$ cat config.mk
export PLATFORM = sky130hd
export DESIGN_NAME = tiny_cpu_mem_arbiter
export DESIGN_NICKNAME = d
export VERILOG_FILES = /design/src/rtl/tiny_cpu_pkg.sv /design/src/rtl/tiny_cpu_prio_select.sv /design/src/rtl/tiny_cpu_mem_arbiter.sv
export SDC_FILE = /design/constraint.sdc
export NUM_CORES = 1
export LEC_CHECK = 0
export CAP_MARGIN = 25
export CORE_AREA = 2 2 68 118
export CTS_BUF_LIST = sky130_fd_sc_hd__clkbuf_8 sky130_fd_sc_hd__clkbuf_16
export CTS_CLUSTER_DIAMETER = 30
export DETAILED_ROUTE_END_ITERATION = 7
export DIE_AREA = 0 0 70 120
export HOLD_SLACK_MARGIN = 0.03
export PLACE_DENSITY_LB_ADDON = 0.05
export SLEW_MARGIN = 15
export SYNTH_ARGS = -nofsm -noshare
export SYNTH_HDL_FRONTEND = slang
export SYNTH_SLANG_ARGS = --single-unit
$ cat constraint.sdc
create_clock -name clk -period 2 [get_ports clk]
set_input_delay 0.3 -clock clk [delete_from_list [all_inputs] [get_ports clk]]
set_output_delay 0.3 -clock clk [all_outputs]
set_load 0.03 [all_outputs]
$ cat src/rtl/tiny_cpu_pkg.sv
// =============================================================================
// Package     : tiny_cpu_pkg
// Description : Shared constants for the tiny CPU external memory arbiter.
// Revision    : 1.0 - initial release
// =============================================================================
`default_nettype none

package tiny_cpu_pkg;

    localparam int REQ_FETCH = 0;
    localparam int REQ_DATA  = 1;
    localparam int REQ_DEBUG = 2;

    localparam logic [1:0] IDLE = 2'd0;
    localparam logic [1:0] ADDR = 2'd1;
    localparam logic [1:0] WAIT = 2'd2;
    localparam logic [1:0] XFER = 2'd3;

    localparam logic [7:0] OE_OUT = 8'hFF;
    localparam logic [7:0] OE_IN  = 8'h00;

    // Picks the 8-bit lane of a {debug, data, fetch} bundle named by a one-hot id.
    function automatic logic [7:0] lane_sel(input logic [23:0] lanes, input logic [2:0] onehot);
        logic [7:0] sel;
        sel = 8'h00;
        if (onehot[REQ_DEBUG])
            sel = lanes[23:16];
        else if (onehot[REQ_DATA])
            sel = lanes[15:8];
        else if (onehot[REQ_FETCH])
            sel = lanes[7:0];
        return sel;
    endfunction

endpackage

`default_nettype wire

$ cat src/rtl/tiny_cpu_prio_select.sv
// =============================================================================
// Module      : tiny_cpu_prio_select
// Description : Fixed-priority pick (debug > data > fetch) with fetch override.
// Revision    : 1.0 - initial release
// =============================================================================
`default_nettype none

module tiny_cpu_prio_select
    import tiny_cpu_pkg::*;
(
    input  logic [2:0] i_req,
    input  logic       i_starve_hit,
    output logic [2:0] o_winner
);

    always_comb begin
        o_winner = 3'b000;
        if (i_starve_hit && i_req[REQ_FETCH])
            o_winner[REQ_FETCH] = 1'b1;
        else if (i_req[REQ_DEBUG])
            o_winner[REQ_DEBUG] = 1'b1;
        else if (i_req[REQ_DATA])
            o_winner[REQ_DATA] = 1'b1;
        else if (i_req[REQ_FETCH])
            o_winner[REQ_FETCH] = 1'b1;
    end

endmodule

`default_nettype wire

$ cat src/rtl/tiny_cpu_mem_arbiter.sv
// =============================================================================
// Module      : tiny_cpu_mem_arbiter
// Description : Sequences fetch/data/debug transactions on the muxed uio bus.
// Revision    : 1.0 - initial release
// =============================================================================
`default_nettype none

module tiny_cpu_mem_arbiter
    import tiny_cpu_pkg::*;
#(
    parameter int WAIT_CYCLES  = 1,
    parameter int STARVE_LIMIT = 4
) (
    input  logic        clk,
    input  logic        rst,
    input  logic [2:0]  req,
    input  logic [2:0]  req_we,
    input  logic [23:0] req_addr,
    input  logic [23:0] req_wdata,
    output logic [2:0]  gnt,
    output logic [2:0]  done,
    output logic [7:0]  rdata,
    input  logic [7:0]  bus_in,
    output logic [7:0]  bus_out,
    output logic [7:0]  bus_oe,
    output logic        bus_ale,
    output logic        bus_re,
    output logic        bus_we
);

    localparam logic [3:0] c_WAIT_LOAD  = (WAIT_CYCLES > 0) ? 4'(WAIT_CYCLES - 1) : 4'd0;
    localparam logic [3:0] c_STARVE_MAX = 4'(STARVE_LIMIT);
    localparam logic [1:0] c_AFTER_ADDR = (WAIT_CYCLES > 0) ? WAIT : XFER;

    logic [1:0] r_state_q, w_state_d;
    logic [3:0] r_wait_q, w_wait_d;
    logic [3:0] r_starve_q, w_starve_d;
    logic [2:0] r_id_q, w_id_d;
    logic       r_we_q, w_we_d;
    logic [7:0] r_addr_q, w_addr_d;
    logic [7:0] r_wdata_q, w_wdata_d;
    logic [2:0] r_gnt_q, w_gnt_d;
    logic [2:0] r_done_q, w_done_d;
    logic [7:0] r_rdata_q, w_rdata_d;

    logic [2:0] w_elig;
    logic [2:0] w_winner;
    logic       w_starve_hit;

    // The requester being retired this cycle still shows req high; keep it out.
    assign w_elig       = req & ~r_done_q;
    assign w_starve_hit = (r_starve_q == c_STARVE_MAX);

    tiny_cpu_prio_select u_prio (
        .i_req        (w_elig),
        .i_starve_hit (w_starve_hit),
        .o_winner     (w_winner)
    );

    always_comb begin
        w_state_d  = r_state_q;
        w_wait_d   = r_wait_q;
        w_starve_d = r_starve_q;
        w_id_d     = r_id_q;
        w_we_d     = r_we_q;
        w_addr_d   = r_addr_q;
        w_wdata_d  = r_wdata_q;
        w_gnt_d    = 3'b000;
        w_done_d   = 3'b000;
        w_rdata_d  = r_rdata_q;
        case (r_state_q)
            IDLE: begin
                if (|w_winner) begin
                    w_state_d = ADDR;
                    w_id_d    = w_winner;
                    w_gnt_d   = w_winner;
                    w_we_d    = |(req_we & w_winner);
                    w_addr_d  = lane_sel(req_addr, w_winner);
                    w_wdata_d = lane_sel(req_wdata, w_winner);
                    if (w_winner[REQ_FETCH])
                        w_starve_d = 4'd0;
                    else if (w_elig[REQ_FETCH] && !w_starve_hit)
                        w_starve_d = r_starve_q + 4'd1;
                end
            end
            ADDR: begin
                w_wait_d  = c_WAIT_LOAD;
                w_state_d = c_AFTER_ADDR;
            end
            WAIT: begin
                if (r_wait_q == 4'd0)
                    w_state_d = XFER;
                else
                    w_wait_d = r_wait_q - 4'd1;
            end
            XFER: begin
                w_state_d = IDLE;
                w_done_d  = r_id_q;
                if (!r_we_q)
                    w_rdata_d = bus_in;
            end
            default: w_state_d = IDLE;
        endcase
    end

    always_comb begin
        bus_out = 8'h00;
        bus_oe  = OE_IN;
        bus_ale = 1'b0;
        bus_re  = 1'b0;
        bus_we  = 1'b0;
        case (r_state_q)
            ADDR: begin
                bus_out = r_addr_q;
                bus_oe  = OE_OUT;
                bus_ale = 1'b1;
            end
            WAIT: begin
                if (r_we_q) begin
                    bus_out = r_wdata_q;
                    bus_oe  = OE_OUT;
                end
            end
            XFER: begin
                if (r_we_q) begin
                    bus_out = r_wdata_q;
                    bus_oe  = OE_OUT;
                    bus_we  = 1'b1;
                end else begin
                    bus_re  = 1'b1;
                end
            end
            default: ;
        endcase
    end

    always_ff @(posedge clk) begin
        if (rst) begin
            r_state_q  <= IDLE;
            r_wait_q   <= 4'd0;
            r_starve_q <= 4'd0;
            r_id_q     <= 3'b000;
            r_we_q     <= 1'b0;
            r_addr_q   <= 8'h00;
            r_wdata_q  <= 8'h00;
            r_gnt_q    <= 3'b000;
            r_done_q   <= 3'b000;
            r_rdata_q  <= 8'h00;
        end else begin
            r_state_q  <= w_state_d;
            r_wait_q   <= w_wait_d;
            r_starve_q <= w_starve_d;
            r_id_q     <= w_id_d;
            r_we_q     <= w_we_d;
            r_addr_q   <= w_addr_d;
            r_wdata_q  <= w_wdata_d;
            r_gnt_q    <= w_gnt_d;
            r_done_q   <= w_done_d;
            r_rdata_q  <= w_rdata_d;
        end
    end

    assign gnt   = r_gnt_q;
    assign done  = r_done_q;
    assign rdata = r_rdata_q;

endmodule

`default_nettype wire
Word-level counts from Yosys, hierarchy flattened
Index checks and enable logic that the tools add are counted.
- word-level logic and storage cells: 72
- bits in registers: 44
- input bits: 64
- eq/ne operators: 7
- bitwise gates (word level): 7
- reduce and logical (&&, ||, !) cells: 17
- multiplexer cells: 29
- add/sub/neg operators: 2
- operator list (cell ; count):
    2-to-1 mux 8 bit ; 8
    one-hot mux 8 bit (2 select lines) ; 2
    2-to-1 mux 4 bit ; 3
    2-to-1 mux 1 bit ; 10
    OR reduction 3 bit ; 3
    2-to-1 mux 2 bit ; 4
    one-hot mux 2 bit (4 select lines) ; 1
    one-hot mux 4 bit (2 select lines) ; 1
    AND reduction 2 bit ; 4
    AND 3 bit ; 2
    != test 2 bit (second input constant) ; 3
    adder 4 x 1 -> 4 bit (second input constant) ; 1
    equality test 2 bit (second input constant) ; 2
    equality test 4 x 3 -> 1 bit (second input constant) ; 1
    zero test 4 bit ; 1
    NOT 1 bit ; 4
    nonzero test 2 bit ; 2
    OR reduction 2 bit ; 2
    subtractor 4 x 1 -> 4 bit (second input constant) ; 1
    NOT 3 bit ; 1
    AND reduction 3 bit ; 1
    equality test 2 x 1 -> 1 bit (second input constant) ; 1
    logical AND 1 bit ; 2
    zero test 2 bit ; 1
    zero test 1 bit ; 1

Logic depth before layout (Yosys ltp)
- depth after elaboration: 9
- depth in mapped cells: 8
- mapped depth without buffers: 6

Modules after synthesis
A second synthesis with hierarchy kept.
- cell total of the unflattened synthesis: 277
- area total of the unflattened synthesis: 2275.9 um2
- modules (own cells, without submodules) (module ; cells each ; instances ; area each (um2)):
    tiny_cpu_mem_arbiter ; 272 ; 1 ; 2237.1
    tiny_cpu_prio_select ; 5 ; 1 ; 38.8

Worst setup path after synthesis
OpenSTA, ideal clock, no wires.
- path kind: register to output
- start: reg r_state_q[0]
- end: out bus_oe[1]
- required time: 1700 ps
- cell stages (with the launch flop): 4
- arrival: 1816 ps
- path buffers: 1
- setup slack: -116 ps
- path through: dfxtp_1 inv_1 o21ai_0 buf_4
- cells in the longest elaborated chain, start to end: 3
- elaborated cells on any way between the ends: 5
- classes of those cells: 3 x eq/ne; 1 x mux; 1 x reduce/logical
- ends and longest elaborated chain (what ; RTL line ; RTL):
    start, declared ; tiny_cpu_mem_arbiter.sv:35 ; logic [1:0] r_state_q, w_state_d;
    start signal, assigned ; tiny_cpu_mem_arbiter.sv:150 ; r_state_q <= w_state_d;
    equality test 2 bit ; tiny_cpu_mem_arbiter.sv:112 ; case (r_state_q)
    OR reduction 2 bit (no source line) ; n/a ;
    one-hot mux 8 bit (2 select lines) (*) ; tiny_cpu_mem_arbiter.sv:112 ;
    end, declared ; tiny_cpu_mem_arbiter.sv:25 ; output logic [7:0] bus_oe,
Every way passes the cells marked *; elsewhere a longest branch is shown, timed or not.

Worst setup path in the final report
- start: reg r_state_q[0]
- end: out bus_out[1]
- cells in the longest elaborated chain, start to end: 3
- elaborated cells on any way between the ends: 5
- classes of those cells: 3 x eq/ne; 1 x mux; 1 x reduce/logical
- ends and longest elaborated chain (what ; RTL line ; RTL):
    equality test 2 bit ; tiny_cpu_mem_arbiter.sv:112 ;
    OR reduction 2 bit (no source line) ; n/a ;
    one-hot mux 8 bit (2 select lines) (*) ; tiny_cpu_mem_arbiter.sv:112 ;
    end, declared ; tiny_cpu_mem_arbiter.sv:24 ; output logic [7:0] bus_out,
Marks and branches as above.

==> out/qor.csv <==
metric,value,unit
outcome,completed,
die-area,0.00840,mm^2
relSlewSlack,64.5,%
synth-seq-cells,44,
clk_transition_reported_paths,0.06,ns
n_antenna_cell,0,
core_area,0.00746,mm^2
hpwl,5720,um
avgSynthCellArea,8.19,um^2
grtUsageMet2,34.3,%
grtUsageMet1,21.6,%
critPathArrivalTime,1.62,ns
cts-root-buf,clkbuf_16,
worstSetupEndpointType,output pin,
ys_seq_area_share,36.0,%
grt_setup_unrepaired,false,
vias,2460,
slew_viol_final,0,
clk_latency,0.29,ns
syn-num-nets,371,
drtIter0Drc,91,
finClkSkew,0.00676,ns
totalNegativeSetupSlack,0,ns
cts_sinks,44,
required,1.70,ns
yosys_warnings,0,
peakVddDrop,477,uV
drive_gt1_share,15.1,%
final_nets,469,
postPlaceCellArea,0.00349,mm^2
wirelength,7690,um
fp.dieH,120,um
grt_overflow,0,
grt_start_max_net_pins,37,
layout_commonest_cell,clkdlybuf4s50_1,
grt_usage,18.8,%
synth.distinct_cells,51,
min_period_over_period,95.9,%
cp_max_fo,8,
drv_cap,0,
clockBufferDepth,2,
die-width,70,um
grt_use_met3,4.37,%
hp-class,flop to flop,
place_congestion,0.823,
synthToLayoutAreaGrowth,48.8,%
grt_antenna_before_repair,0,
syn_area,0.00245,mm^2
start_kind,flop,
cts_buffers,5,
grt-busiest-layer,met2,
design_area,0.00364,mm^2
io_pins,97,
min_period,1.92,ns
start_util,32.8,%
n_fill_cell,756,
postCtsSetupBuffers,0,
hold_viol,0,
tightestPinTransition,0.528,ns
ctsHoldBuffers,0,
netlist_instances,299,
cts_tree,built,
cellPowerDensity,960,mW/mm^2
port_buffers,96,
setup_viol,0,
grt_pass1_wl,12600,um
post-route-drc-count,0,
dr.pass1.iters,4,
fmax,521,MHz
postRouteAntennaNets,0,
final_cell_mix,"77 x clkdlybuf4s50_1, 43 x dfxtp_1, 36 x buf_4",
wire_per_inst,15.9,um
htree_levels,2,
first_global_vias,2493,
num_rows,42,
viasPerCell,5.07,
path_class,flop to output pin,
power.leakage,1.40,nW
==> final timing paths <==
kind / from / endpoint / cells after the start / slack [ns]
worst max-delay path: r_state_q[0]$_SDFFE_PP0P_ / bus_out[1] / 6 / 0.08
worst min-delay path: rdata[1]$_SDFFE_PP0P_ / rdata[1]$_SDFFE_PP0P_ / 2 / 0.45
worst max register to register: r_starve_q[0]$_SDFFE_PP0P_ / r_wdata_q[0]$_SDFFE_PP0P_ / 6 / 0.28
worst min register to register: rdata[1]$_SDFFE_PP0P_ / rdata[1]$_SDFFE_PP0P_ / 2 / 0.45
==> cells in the mapped netlist (all sizes together) <==
master   count  area, um^2
dfxtp       44         881
nand4        3        18.8
or4          1        7.51
clkinv       1        3.75
a31o         1        8.76
clkbuf       9        33.8
and2b        1        7.51
and2         4        25.0
inv         13        48.8
nand2       33         124
a22oi        9        67.6
o31a         1        8.76
and3b        2        17.5
a311oi       1        15.0
or2b         1        7.51
ha           8         100
o21bai      10        75.1
nand3b       2        18.8
or4b         1        10.0
xor2         1        8.76
a21boi       9        67.6
a211oi       3        27.5
nor3         2        10.0
o21a         1        7.51
buf         17         133
or2          2        15.0
o32ai        6        60.1
o211ai       2        15.0
a2111oi      5        43.8
nor2b        4        40.0
o22ai        2        18.8
a21o         3        22.5
a31oi       13        81.3
mux2i        2        20.0
nand2b      11        68.8
nor2        24        90.1
o21ai       21         105
nand3        7        35.0
a21oi       19        98.9
==> worst max-delay path, cell delays in order (launching register included) <==
cell and delay, ns:
dfxtp_2 0.36, inv_1 0.09, ha_2 0.21, o21a_4 0.26
a22oi_1 0.16, nor2_1 0.07, buf_4 0.18
==> metrics by stage <==
step           instances  setup WS, ns  utilization, %  total power [mW]  hold WS [ns]
2_1_floorplan        299        0.0939               -              2.17         0.429
3_3_place_gp         478        0.0247            46.8              2.72         0.435
3_5_place_dp         478        0.0531            46.8              2.72         0.445
4_1_cts              485        0.0265            48.7              3.53         0.454
5_1_grt              485       0.00637            48.8              3.70         0.474
6_report             485        0.0813            48.8              3.50         0.453
==> registers in the layout, summed over array words and instances, names as in the netlist <==
| signal | flops |
|---|---|
| rdata | 8 |
| gnt | 3 |
| r_wdata_q | 8 |
| r_starve_q | 4 |
| done | 3 |
| r_we_q | 1 |
| r_addr_q | 8 |
| r_state_q | 2 |
| r_id_q | 3 |
| r_wait_q | 4 |
==> kinds of logic (layout without fill, tap and decap cells) <==
kind of cell / count (synthesis) / in the layout / share of synthesized area, %
flip-flops: 44 / 44 / 36.0
AND/OR/NAND/NOR: 98 / 98 / 20.2
AO/OA/AOI/OAI: 106 / 106 / 29.5
buffers and inverters: 40 / 138 / 8.95
multiplexers: 2 / 2 / 0.818
adder cells (fa/ha/maj): 8 / 8 / 4.09
XOR/XNOR: 1 / 1 / 0.358
==> report_power, final <==
group          switching, mW  internal [mW]
registers              0.105           1.03
logic                  0.881          0.687
clock network          0.340          0.449
total                   1.33           2.17
==> timing repair <==
item | in CTS | in global routing
setup endpoints to repair | 10 | 8
hold endpoints to repair | 0 | 0
gates resized for setup | 5 | 3
==> layer usage <==
layer | up-vias | routed length [um]
li1 | 1245 | -
met4 | 0 | 110
met1 | 1133 | 3090
met3 | 8 | 431
met2 | 74 | 4060
met5 | - | 0
==> cell type report <==
type / count / area (um^2) / area share [%]
Timing Repair Buffer: 117 / 1100 / 30.2
Multi-Input combinational cell: 215 / 1370 / 37.5
Tap cell: 88 / 110 / 3.02
Clock buffer: 5 / 125 / 3.44
Sequential cell: 44 / 882 / 24.2
Inverter: 14 / 52.6 / 1.44
Clock inverter: 2 / 8.76 / 0.240
Power figures use the tool's default switching activity.
